<file path="config.mk">
export PLATFORM = sky130hd
export DESIGN_NAME = tiny_alu_mc
export DESIGN_NICKNAME = d
export VERILOG_FILES = /design/src/rtl/tiny_alu_mc.sv
export SDC_FILE = /design/constraint.sdc
export NUM_CORES = 1
export LEC_CHECK = 0
export BUFFER_PORTS_ARGS = -buffer_cell sky130_fd_sc_hd__buf_2
export CORE_ASPECT_RATIO = 1.75
export CORE_MARGIN = 1.5
export CORE_UTILIZATION = 36
export DETAILED_ROUTE_END_ITERATION = 8
export GPL_TIMING_DRIVEN = 0
export PLACE_DENSITY_LB_ADDON = 0.1
export SLEW_MARGIN = 0
export SYNTH_ARGS = -nofsm -noshare
export SYNTH_HDL_FRONTEND = slang
export SYNTH_SLANG_ARGS = --single-unit
</file>
<file path="constraint.sdc">
create_clock -name clk_i -period 7.9 [get_ports clk_i]
set_input_delay 1.185 -clock clk_i [delete_from_list [all_inputs] [get_ports clk_i]]
set_output_delay 1.185 -clock clk_i [all_outputs]
set_load 0.05 [all_outputs]
</file>
<file path="src/rtl/tiny_alu_mc.sv">
// Small multi-cycle ALU: single-cycle logic/arithmetic ops plus a fixed-latency
// unsigned multiply that holds busy_o while in flight.
module tiny_alu_mc #(
    parameter int DATA_W     = 8,
    parameter int MUL_CYCLES = 3,
    parameter int OP_W       = 3
) (
    input  logic                  clk_i,
    input  logic                  reset_i,
    input  logic [DATA_W-1:0]     a_i,
    input  logic [DATA_W-1:0]     b_i,
    input  logic [OP_W-1:0]       opcode_i,
    input  logic                  start_i,
    output logic [2*DATA_W-1:0]   result_o,
    output logic                  done_o,
    output logic                  busy_o,
    output logic                  err_o
);

    localparam int RES_W = 2 * DATA_W;
    localparam int CNT_W = $clog2(MUL_CYCLES);
    localparam logic [CNT_W-1:0] CNT_LAST = CNT_W'(MUL_CYCLES - 1);

    localparam logic [0:0] IDLE    = 1'b0;
    localparam logic [0:0] MUL_RUN = 1'b1;

    localparam logic [OP_W-1:0] OP_NOP = OP_W'(0);
    localparam logic [OP_W-1:0] OP_ADD = OP_W'(1);
    localparam logic [OP_W-1:0] OP_AND = OP_W'(2);
    localparam logic [OP_W-1:0] OP_XOR = OP_W'(3);
    localparam logic [OP_W-1:0] OP_MUL = OP_W'(4);
    localparam logic [OP_W-1:0] OP_SUB = OP_W'(5);

    logic [0:0]        state;
    logic [CNT_W-1:0]  cnt;
    logic [CNT_W-1:0]  cnt_next;
    logic [DATA_W-1:0] mul_a;
    logic [DATA_W-1:0] mul_b;
    logic [RES_W-1:0]  a_ext;
    logic [RES_W-1:0]  b_ext;
    logic [RES_W-1:0]  product;
    logic [RES_W-1:0]  alu_res;
    logic              alu_err;

    assign a_ext    = RES_W'(a_i);
    assign b_ext    = RES_W'(b_i);
    assign cnt_next = cnt + CNT_W'(1);
    // Operands are latched at acceptance, so a_i/b_i may change freely meanwhile
    assign product  = RES_W'(mul_a) * RES_W'(mul_b);

    always_comb begin
        alu_res = '0;
        alu_err = 1'b0;
        case (opcode_i)
            OP_NOP:  alu_res = result_o;
            OP_ADD:  alu_res = a_ext + b_ext;
            OP_AND:  alu_res = a_ext & b_ext;
            OP_XOR:  alu_res = a_ext ^ b_ext;
            OP_SUB:  alu_res = a_ext - b_ext;
            OP_MUL:  alu_res = result_o;
            default: alu_err = 1'b1;
        endcase
    end

    always_ff @(posedge clk_i or posedge reset_i) begin
        if (reset_i) begin
            state    <= IDLE;
            cnt      <= '0;
            mul_a    <= '0;
            mul_b    <= '0;
            result_o <= '0;
            done_o   <= 1'b0;
            busy_o   <= 1'b0;
            err_o    <= 1'b0;
        end else begin
            done_o <= 1'b0;
            err_o  <= 1'b0;
            if (state == IDLE) begin
                if (start_i) begin
                    if (opcode_i == OP_MUL) begin
                        state  <= MUL_RUN;
                        busy_o <= 1'b1;
                        cnt    <= '0;
                        mul_a  <= a_i;
                        mul_b  <= b_i;
                    end else begin
                        done_o   <= 1'b1;
                        err_o    <= alu_err;
                        result_o <= alu_res;
                    end
                end
            end else begin
                // Counter stops at its last value on exit, so it never wraps
                cnt <= cnt_next;
                if (cnt_next == CNT_LAST) begin
                    state    <= IDLE;
                    busy_o   <= 1'b0;
                    done_o   <= 1'b1;
                    result_o <= product;
                end
            end
        end
    end

endmodule
</file>
==> flow_metrics.tcl, run 1 <==
set metrics [dict create \
    clkTransAtPathRegs_ns 0.06 \
    antenna_cells 0 \
    tightest_slew_ns 0.844 \
    dp_hpwl_um 11300 \
    place.gp.congestion 0.912 \
    synth_area_um2 4640 \
    firstDrtPassIters 4 \
    min_period_ns 4.69 \
    grt_max_degree 39 \
    antenna_found_initial 0 \
    dr_wl_met3_um 266 \
    cts_buffer_depth 2 \
    clock_latency_ns 0.28 \
    fmax_mhz 213 \
    final_util_pct 41.9 \
    syn_area_per_cell_um2 8.89 \
    num_rows 54 \
    syn-num-nets 635 \
    core_region_area_um2 12500 \
    cts_made_buffers 5 \
    root_buffer "clkbuf_16" \
    die_width_um 88.8 \
    die_area_um2 13600 \
    wl_met2_um 7670 \
    fillCellCount 1302 \
    cts_tree "built" \
    synth.ff_latch_count 38 \
    track_usage_pct 20.8 \
    min_from "result_o[2]" \
    boundaryPins 41 \
    post-route-drc-count 0 \
    timing.final.hold_violations 0 \
    wl_um 13400 \
    ys_seq_area_share_pct 20.5 \
    yosysWarnings 0 \
    first_iter_violations 116 \
    critPathArrivalTime_ns 4.86 \
    final-max-slew-violation-count 0 \
    drv_cap 0 \
    crit_path_end_kind "flip-flop" \
    synth.distinct_cells 63 \
    synth_edf_count 0 \
    cts_resized 0 \
    synthCells 522 \
    area_growth_pct 12.9 \
    regToRegSetupSlack_ns 3.21 \
    wl_met1_um 4860 \
    synthFlopType "dfrtp_1" \
    maxUsedRoutingLayer "met4" \
    cts_setup_buffers 0 \
    critPathLaunch "mul_b[7]" \
    grt_pass1_wl_um 21400 \
    relSlewSlack_pct 43.7 \
    num_vias 3829 \
    start_util_pct 37.1 \
    io_buffer_count 39 \
    nets 681 \
    hp-class "reg2reg" \
    ctsHoldBuffers 0 \
    grt-ovfl-total 0 \
    outcome "completed" \
    setup_viol 0 \
    worstPathRequired_ns 8.07 \
    clkSinkCount 38 \
    drive_gt1_share_pct 13.4 \
    cp_max_fo 9 \
    viasPerCell 5.20 \
    critical_path_class "reg2reg" \
    startpoint_type "flip-flop" \
    wl_per_cell_um 18.1 \
    grt_pass1_vias 4131 \
    ant_nets 0 \
    rsz0062_at_grt "no" \
    final.period_utilization_pct 59.4 \
    htreeDepth 2 \
    fin_tns_setup_ns 0 \
    r2r_start "mul_b[7]" \
    finClkSkew_ns 0.00645 \
    synthArstFlopShare_pct 100 \
    fp.dieH_um 153 \
]
-- metal layers --
| layer | track usage, % | vias up |
|---|---|---|
| li1 | - | 1866 |
| met1 | 21.6 | 1861 |
| met2 | 40.3 | 75 |
| met3 | 1.08 | 27 |
| met4 | 10.0 | 0 |
| met5 | 0 | - |
-- Yosys cell counts (2+ instances only) --
cell,instances,share of area [%]
o22a_1,2,0.38
a31oi_1,8,1.1
nand3_1,5,0.54
a211oi_1,4,0.65
o21ai_0,30,3.2
a21boi_0,2,0.32
nand2_1,39,3.2
xor2_1,6,1.1
nor3b_1,3,0.49
o22ai_1,4,0.54
fa_1,38,16
a31o_2,3,0.57
nor2_1,31,2.5
o21bai_1,3,0.49
o21a_1,5,0.81
dfrtp_1,38,20
inv_1,72,5.8
nand2b_1,8,1.1
and3_1,5,0.67
o211a_1,2,0.43
o32ai_1,2,0.38
nor3_1,10,1.1
buf_1,2,0.16
a21o_1,4,0.65
a221o_1,2,0.43
buf_2,6,0.65
xnor2_1,6,1.1
nor2b_1,7,0.94
ha_1,53,14
and2_1,51,6.9
clkbuf_1,2,0.16
a21oi_1,20,2.2
o211ai_1,4,0.65
mux2_2,9,2.2
mux2i_1,7,1.5
o31ai_1,2,0.32
-- registers in the layout, indices dropped and copies added (netlist names) --
register and count:
mul_b 8, busy_o 1, done_o 1, err_o 1
result_o 16, cnt 2, mul_a 8, state 1
-- path summary, 6_finish.rpt --
| kind | cells past startpoint | end |
|---|---|---|
| min in group asynchronous | 2 | mul_b[2] |
| min | 2 | result_o[2] |
| max | 15 | result_o[12] |
| max in group asynchronous | 2 | cnt[1] |
| max reg2reg | 15 | result_o[12] |
| min reg2reg | 2 | result_o[2] |
-- cell usage in the layout (no fill, tap or decap), types with 7 or more instances in the layout --
master | Yosys | layout
inv_1 | 72 | 71
mux2i_1 | 7 | 7
mux2_2 | 9 | 9
a31oi_1 | 8 | 8
buf_2 | 6 | 45
ha_1 | 53 | 53
fa_1 | 38 | 38
o21ai_0 | 30 | 30
nor2_1 | 31 | 31
dfrtp_1 | 38 | 38
nand2b_1 | 8 | 8
a21oi_1 | 20 | 20
nor3_1 | 10 | 10
and2_1 | 51 | 51
nor2b_1 | 7 | 7
nand2_1 | 39 | 39
-- stage by stage --
step,setup WS [ns],instances,hold WS [ns],instance area [µm²]
after floorplan,3.63,522,0.468,4640
after global placement,3.22,729,0.492,5050
after detailed placement,3.21,729,0.499,5050
after CTS,3.18,737,0.508,5240
after global routing,2.97,737,0.552,5240
final,3.21,737,0.505,5240
-- kinds of logic (layout without fill, tap and decap cells) --
| kind of cell | count (synthesis) | in the layout | synth area share [%] |
|---|---|---|---|
| mux | 16 | 16 | 3.69 |
| simple gates | 166 | 166 | 18.7 |
| fa+ha+maj | 91 | 91 | 30.7 |
| flops | 38 | 38 | 20.5 |
| xor+xnor | 12 | 12 | 2.26 |
| buf+inv | 84 | 131 | 7.04 |
| compound gates | 115 | 115 | 17.1 |
-- critical path: stages (launching register included) --
cell	delay, ns
dfrtp_1	0.53
nand2_1	0.14
fa_1	0.52
fa_1	0.55
inv_1	0.06
fa_1	0.54
inv_1	0.06
fa_1	0.56
inv_1	0.05
ha_1	0.34
nand3_1	0.10
o2111ai_2	0.18
o311a_1	0.39
or3_1	0.32
a31oi_1	0.18
a31oi_1	0.05
-- final cells by class --
type,instances,area (µm²),share of cell area [%]
multi-input cells,400,3360,64.2
flip-flops and latches,38,951,18.1
well taps,168,210,4.01
inverters,73,274,5.23
plain buffers,11,52.6,1.00
repair buffers,39,195,3.72
clock inverters,3,68.8,1.31
clock buffers,5,125,2.39
Power of run 1 is left out: the tool's default activity adds up to more than one toggle a clock period on the data nets, which glitch-free logic cannot reach.
==> run 2: changes to the inputs <==
==> constraint.sdc (replaced) <==
create_clock -name clk_i -period 4.6 [get_ports clk_i]
set_input_delay 0.69 -clock clk_i [delete_from_list [all_inputs] [get_ports clk_i]]
set_output_delay 0.69 -clock clk_i [all_outputs]
set_load 0.05 [all_outputs]
==> run 2 against run 1 <==
Net effect: clock skew about the same; routed wire length up 2.1%; setup slack got worse by 3.1 ns; flip-flop and latch count did not move; utilization up 0.94 points; count of clock-buffer cells in the layout did not move; register-to-register slack worse by 3.1 ns; die area did not move; maximum frequency increased by 5.5%; first-iteration DRC count increased by 22%; via count up 1.9%; final cell count increased by 1.1%.
==> flow_metrics.tcl, run 2 (same netlist as run 1, synthesis figures left out) <==
set metrics [dict create \
    grt_max_degree 39 \
    final-max-slew-violation-count 0 \
    core_region_area_um2 12500 \
    wl_per_cell_um 18.3 \
    drv_cap 0 \
    start_util_pct 37.1 \
    num_vias 3900 \
    htreeDepth 2 \
    root_buffer "clkbuf_16" \
    largest-register "result_o" \
    viasPerCell 5.23 \
    crit_path_end_kind "flip-flop" \
    boundaryPins 41 \
    grt-ovfl-total 0 \
    rsz0062_at_grt "yes" \
    die_width_um 88.8 \
    fp.dieH_um 153 \
    cts_tree "built" \
    fillCellCount 1295 \
    ant_nets 0 \
    largest_reg_flops 16 \
    track_usage_pct 20.9 \
    drive_gt1_share_pct 17.7 \
    cp_max_fo 9 \
    hp-class "reg2reg" \
    whs_ns 0.505 \
    final.period_utilization_pct 96.7 \
    first_iter_violations 142 \
    die_area_um2 13600 \
    min_period_ns 4.45 \
    firstDrtPassIters 4 \
    cts_made_buffers 5 \
    clock_latency_ns 0.28 \
    place.gp.congestion 0.912 \
    dp_hpwl_um 11300 \
    startpoint_type "flip-flop" \
    num_rows 54 \
    fmax_mhz 225 \
    critPathArrivalTime_ns 4.62 \
    final_common_cell "inv_1" \
    critical_path_class "reg2reg" \
    area_growth_pct 15.4 \
    grt_pass1_vias 4142 \
    grt_pass1_wl_um 21400 \
    setup_viol 0 \
    multi_input_area_um2 3410 \
    ctsHoldBuffers 0 \
    clkTransAtPathRegs_ns 0.06 \
    outcome "completed" \
    tightest_slew_ns 0.843 \
    clkSinkCount 38 \
    worstPathRequired_ns 4.77 \
    cts_buffer_depth 2 \
    nets 689 \
    final_util_pct 42.9 \
    layout_common_cells "71 x inv_1, 51 x and2_1, 50 x ha_1" \
    regArea_um2 966 \
    timing.final.hold_violations 0 \
    antenna_found_initial 0 \
    wl_um 13600 \
    io_buffer_count 39 \
    antenna_cells 0 \
    finClkSkew_ns 0.00596 \
    largestRegisters "result_o (16), mul_a (8), mul_b (8)" \
    post-route-drc-count 0 \
    relSlewSlack_pct 43.8 \
]
[run 2: layer usage]
metal / routed length [µm] / track usage, % / vias to the layer above
met5: 0 / 0 / -
met4: 573 / 10.1 / 0
met3: 246 / 1.13 / 30
met2: 7820 / 40.4 / 76
met1: 5000 / 21.7 / 1908
li1: - / - / 1886
[run 2: stage by stage]
step                setup TNS, ns  setup slack (ns)  cells  area, µm²
floorplan                       0             0.327    522       4640
global placement           -0.107           -0.0806    729       5050
detailed placement         -0.107           -0.0867    729       5050
CTS                             0          0.000145    739       5270
global route              -0.0383           -0.0383    745       5360
finish                          0             0.152    745       5360
[run 2: cell type report]
| cell class | count | area share, % |
|---|---|---|
| plain buffers | 11 | 0.981 |
| clock buffers | 5 | 2.33 |
| repair buffers | 47 | 4.76 |
| inverters | 73 | 5.11 |
| clock inverters | 3 | 1.28 |
| flip-flops and latches | 38 | 18.0 |
| well taps | 168 | 3.92 |
| multi-input cells | 400 | 63.6 |
[run 2: worst paths after layout]
kind | from | end | slack, ns | depth (start not counted)
worst max-delay path | mul_b[4] | result_o[12] | 0.15 | 15
worst min-delay path | result_o[2] | result_o[2] | 0.50 | 2
worst max register to register | mul_b[4] | result_o[12] | 0.15 | 15
worst min register to register | result_o[2] | result_o[2] | 0.50 | 2
max in group asynchronous | reset_i | mul_b[7] | 3.44 | 2
min in group asynchronous | reset_i | mul_b[2] | 0.57 | 2
[run 2: what timing repair did]
item	in CTS	in global routing
gates resized for setup	11	8
setup buffers	2	6
pin swaps	0	2
setup endpoints to repair	3	5
[run 2: critical path, stage by stage, from the launching register on]
cell and delay [ns]:
dfrtp_2 0.47, nand2_1 0.11, fa_1 0.50, fa_1 0.50
inv_1 0.06, fa_1 0.54, inv_1 0.06, fa_1 0.57
inv_1 0.06, ha_2 0.32, nand2_1 0.11, o2111ai_4 0.17
o311a_1 0.34, or3_1 0.32, a31oi_1 0.18, a31oi_1 0.05
Power of run 2 is left out for the same reason.
==> run 3: changes to the inputs <==
--- a/config.mk
+++ b/config.mk
@@ -5,10 +5,13 @@
 export SDC_FILE = /design/constraint.sdc
 export NUM_CORES = 1
 export LEC_CHECK = 0
-export BUFFER_PORTS_ARGS = -buffer_cell sky130_fd_sc_hd__buf_2
+export BUFFER_PORTS_ARGS = -buffer_cell sky130_fd_sc_hd__buf_4
+export CELL_PAD_IN_SITES_DETAIL_PLACEMENT = 0
+export CELL_PAD_IN_SITES_GLOBAL_PLACEMENT = 1
 export CORE_ASPECT_RATIO = 1.75
 export CORE_MARGIN = 1.5
 export CORE_UTILIZATION = 36
+export CTS_CLUSTER_SIZE = 40
 export DETAILED_ROUTE_END_ITERATION = 8
 export GPL_TIMING_DRIVEN = 0
 export PLACE_DENSITY_LB_ADDON = 0.1
==> run 3 against run 2 <==
Net effect: cell area is 1.9% higher; routed wire length up 2.5%; utilization rose by 0.83 points; non-clock buffer count grew 4; highest routed layer unchanged; maximum frequency is 0.68% higher; global-route usage increased by 0.63 points; critical endpoint unchanged.
==> flow_metrics.tcl, run 3 (same netlist as run 1, synthesis figures left out) <==
set metrics [dict create \
    rsz0062_at_grt "no" \
    nets 693 \
    cp_max_fo 5 \
    timing.final.hold_violations 0 \
    min_period_ns 4.42 \
    fp.dieH_um 153 \
    start_util_pct 37.1 \
    wl_per_cell_um 18.7 \
    largest_reg_flops 16 \
    wl_um 14000 \
    r2r_start "mul_b[7]" \
    crit_path_end_kind "flip-flop" \
    viasPerCell 5.25 \
    grt_pass1_wl_um 21900 \
    final-max-slew-violation-count 0 \
    critical_path_class "reg2reg" \
    dp_hpwl_um 11500 \
    startpoint_type "flip-flop" \
    root_buffer "clkbuf_16" \
    cts_buffer_depth 2 \
    layout_common_cells "71 x inv_1, 51 x and2_1, 50 x ha_1" \
    final_cell_count_no_fill 749 \
    grt_pass1_vias 4192 \
    drive_gt1_share_pct 18.6 \
    place.gp.congestion 0.882 \
    critPathArrivalTime_ns 4.58 \
    finClkSkew_ns 0.00501 \
    cts_made_buffers 5 \
    track_usage_pct 21.5 \
    critPathLaunch "mul_b[7]" \
    htreeDepth 2 \
    final.period_utilization_pct 96.0 \
    die_area_um2 13600 \
    first_iter_violations 126 \
    firstDrtPassIters 4 \
    post-route-drc-count 0 \
    worstPathRequired_ns 4.76 \
    outcome "completed" \
    r2r_end "result_o[12]" \
    ctsHoldBuffers 0 \
    cts_tree "built" \
    ant_nets 0 \
    min_from "cnt[0]" \
    num_rows 54 \
    tightest_slew_ns 0.801 \
    setup_viol 0 \
    grt-ovfl-total 0 \
    core_region_area_um2 12500 \
    area_growth_pct 17.7 \
    grt_max_degree 39 \
    hold_path_depth 1 \
    regToRegSetupSlack_ns 0.18 \
    relSlewSlack_pct 46.5 \
    num_vias 3932 \
    clock_latency_ns 0.28 \
    largestRegisters "result_o (16), mul_a (8), mul_b (8)" \
    clkTransAtPathRegs_ns 0.06 \
    hold_path_end "cnt[0]" \
    ff2ff_path_depth 15 \
    largest-register "result_o" \
    clkSinkCount 38 \
    antenna_cells 0 \
    antenna_found_initial 0 \
    dp_cells 729 \
    drv_cap 0 \
    boundaryPins 41 \
    io_buffer_count 39 \
    fmax_mhz 226 \
    die_width_um 88.8 \
    final_common_cell "inv_1" \
    hp-class "reg2reg" \
]
-- run 3: repair_timing --
action / in CTS / in global routing
endpoints found under the setup margin: 3 / 4
pin swaps: 0 / 5
gates resized for setup: 12 / 11
setup buffers: 6 / 6
-- run 3: how the worst max path moves through the flow --
stage / endpoint / slack [ns] / cells after the start
floorplan: result_o[12] / 0.33 / 15
global placement: result_o[12] / -0.10 / 15
detailed placement: result_o[12] / -0.09 / 15
CTS: result_o[12] / 0.001 / 14
global route: result_o[12] / 0.004 / 15
finish: result_o[12] / 0.18 / 15
-- run 3: critical path: stages, from the launching register on --
cell and delay (ns):
dfrtp_2 0.41, nand2_1 0.09, fa_1 0.51, fa_1 0.55
inv_1 0.06, fa_1 0.54, inv_1 0.06, fa_1 0.57
inv_1 0.05, ha_2 0.32, nand2_2 0.09, o2111ai_4 0.17
o311a_1 0.33, or3_1 0.31, a31oi_1 0.19, a31oi_1 0.06
-- run 3: metrics by stage --
stage	hold WS (ns)	utilization (%)	cell area, µm²	TNS [ns]	setup slack (ns)
2_1_floorplan	0.468	-	4640	0	0.327
3_3_place_gp	0.497	41.2	5140	-0.145	-0.101
3_5_place_dp	0.492	41.2	5140	-0.126	-0.0912
4_1_cts	0.511	42.9	5360	0	0.00108
5_1_grt	0.538	43.7	5460	0	0.00387
6_report	0.517	43.7	5460	0	0.183
-- run 3: routing by layer --
metal	share of wire (%)	global-route usage (%)	vias to the layer above
met2	59	42.4	56
met1	37	23.2	1971
met3	1.0	1.03	19
met4	2.8	7.14	0
met5	0	0	-
li1	-	-	1886
-- run 3: final cells by class --
| cell class | count | area (µm²) |
|---|---|---|
| sequential | 38 | 966 |
| clock inverter | 2 | 12.5 |
| multi-input combinational | 400 | 3430 |
| fill | 1340 | 7040 |
| buffer | 11 | 52.6 |
| timing repair buffer | 51 | 383 |
| tap | 168 | 210 |
| clock buffer | 6 | 139 |
| inverter | 73 | 274 |
Power of run 3 is left out for the same reason.
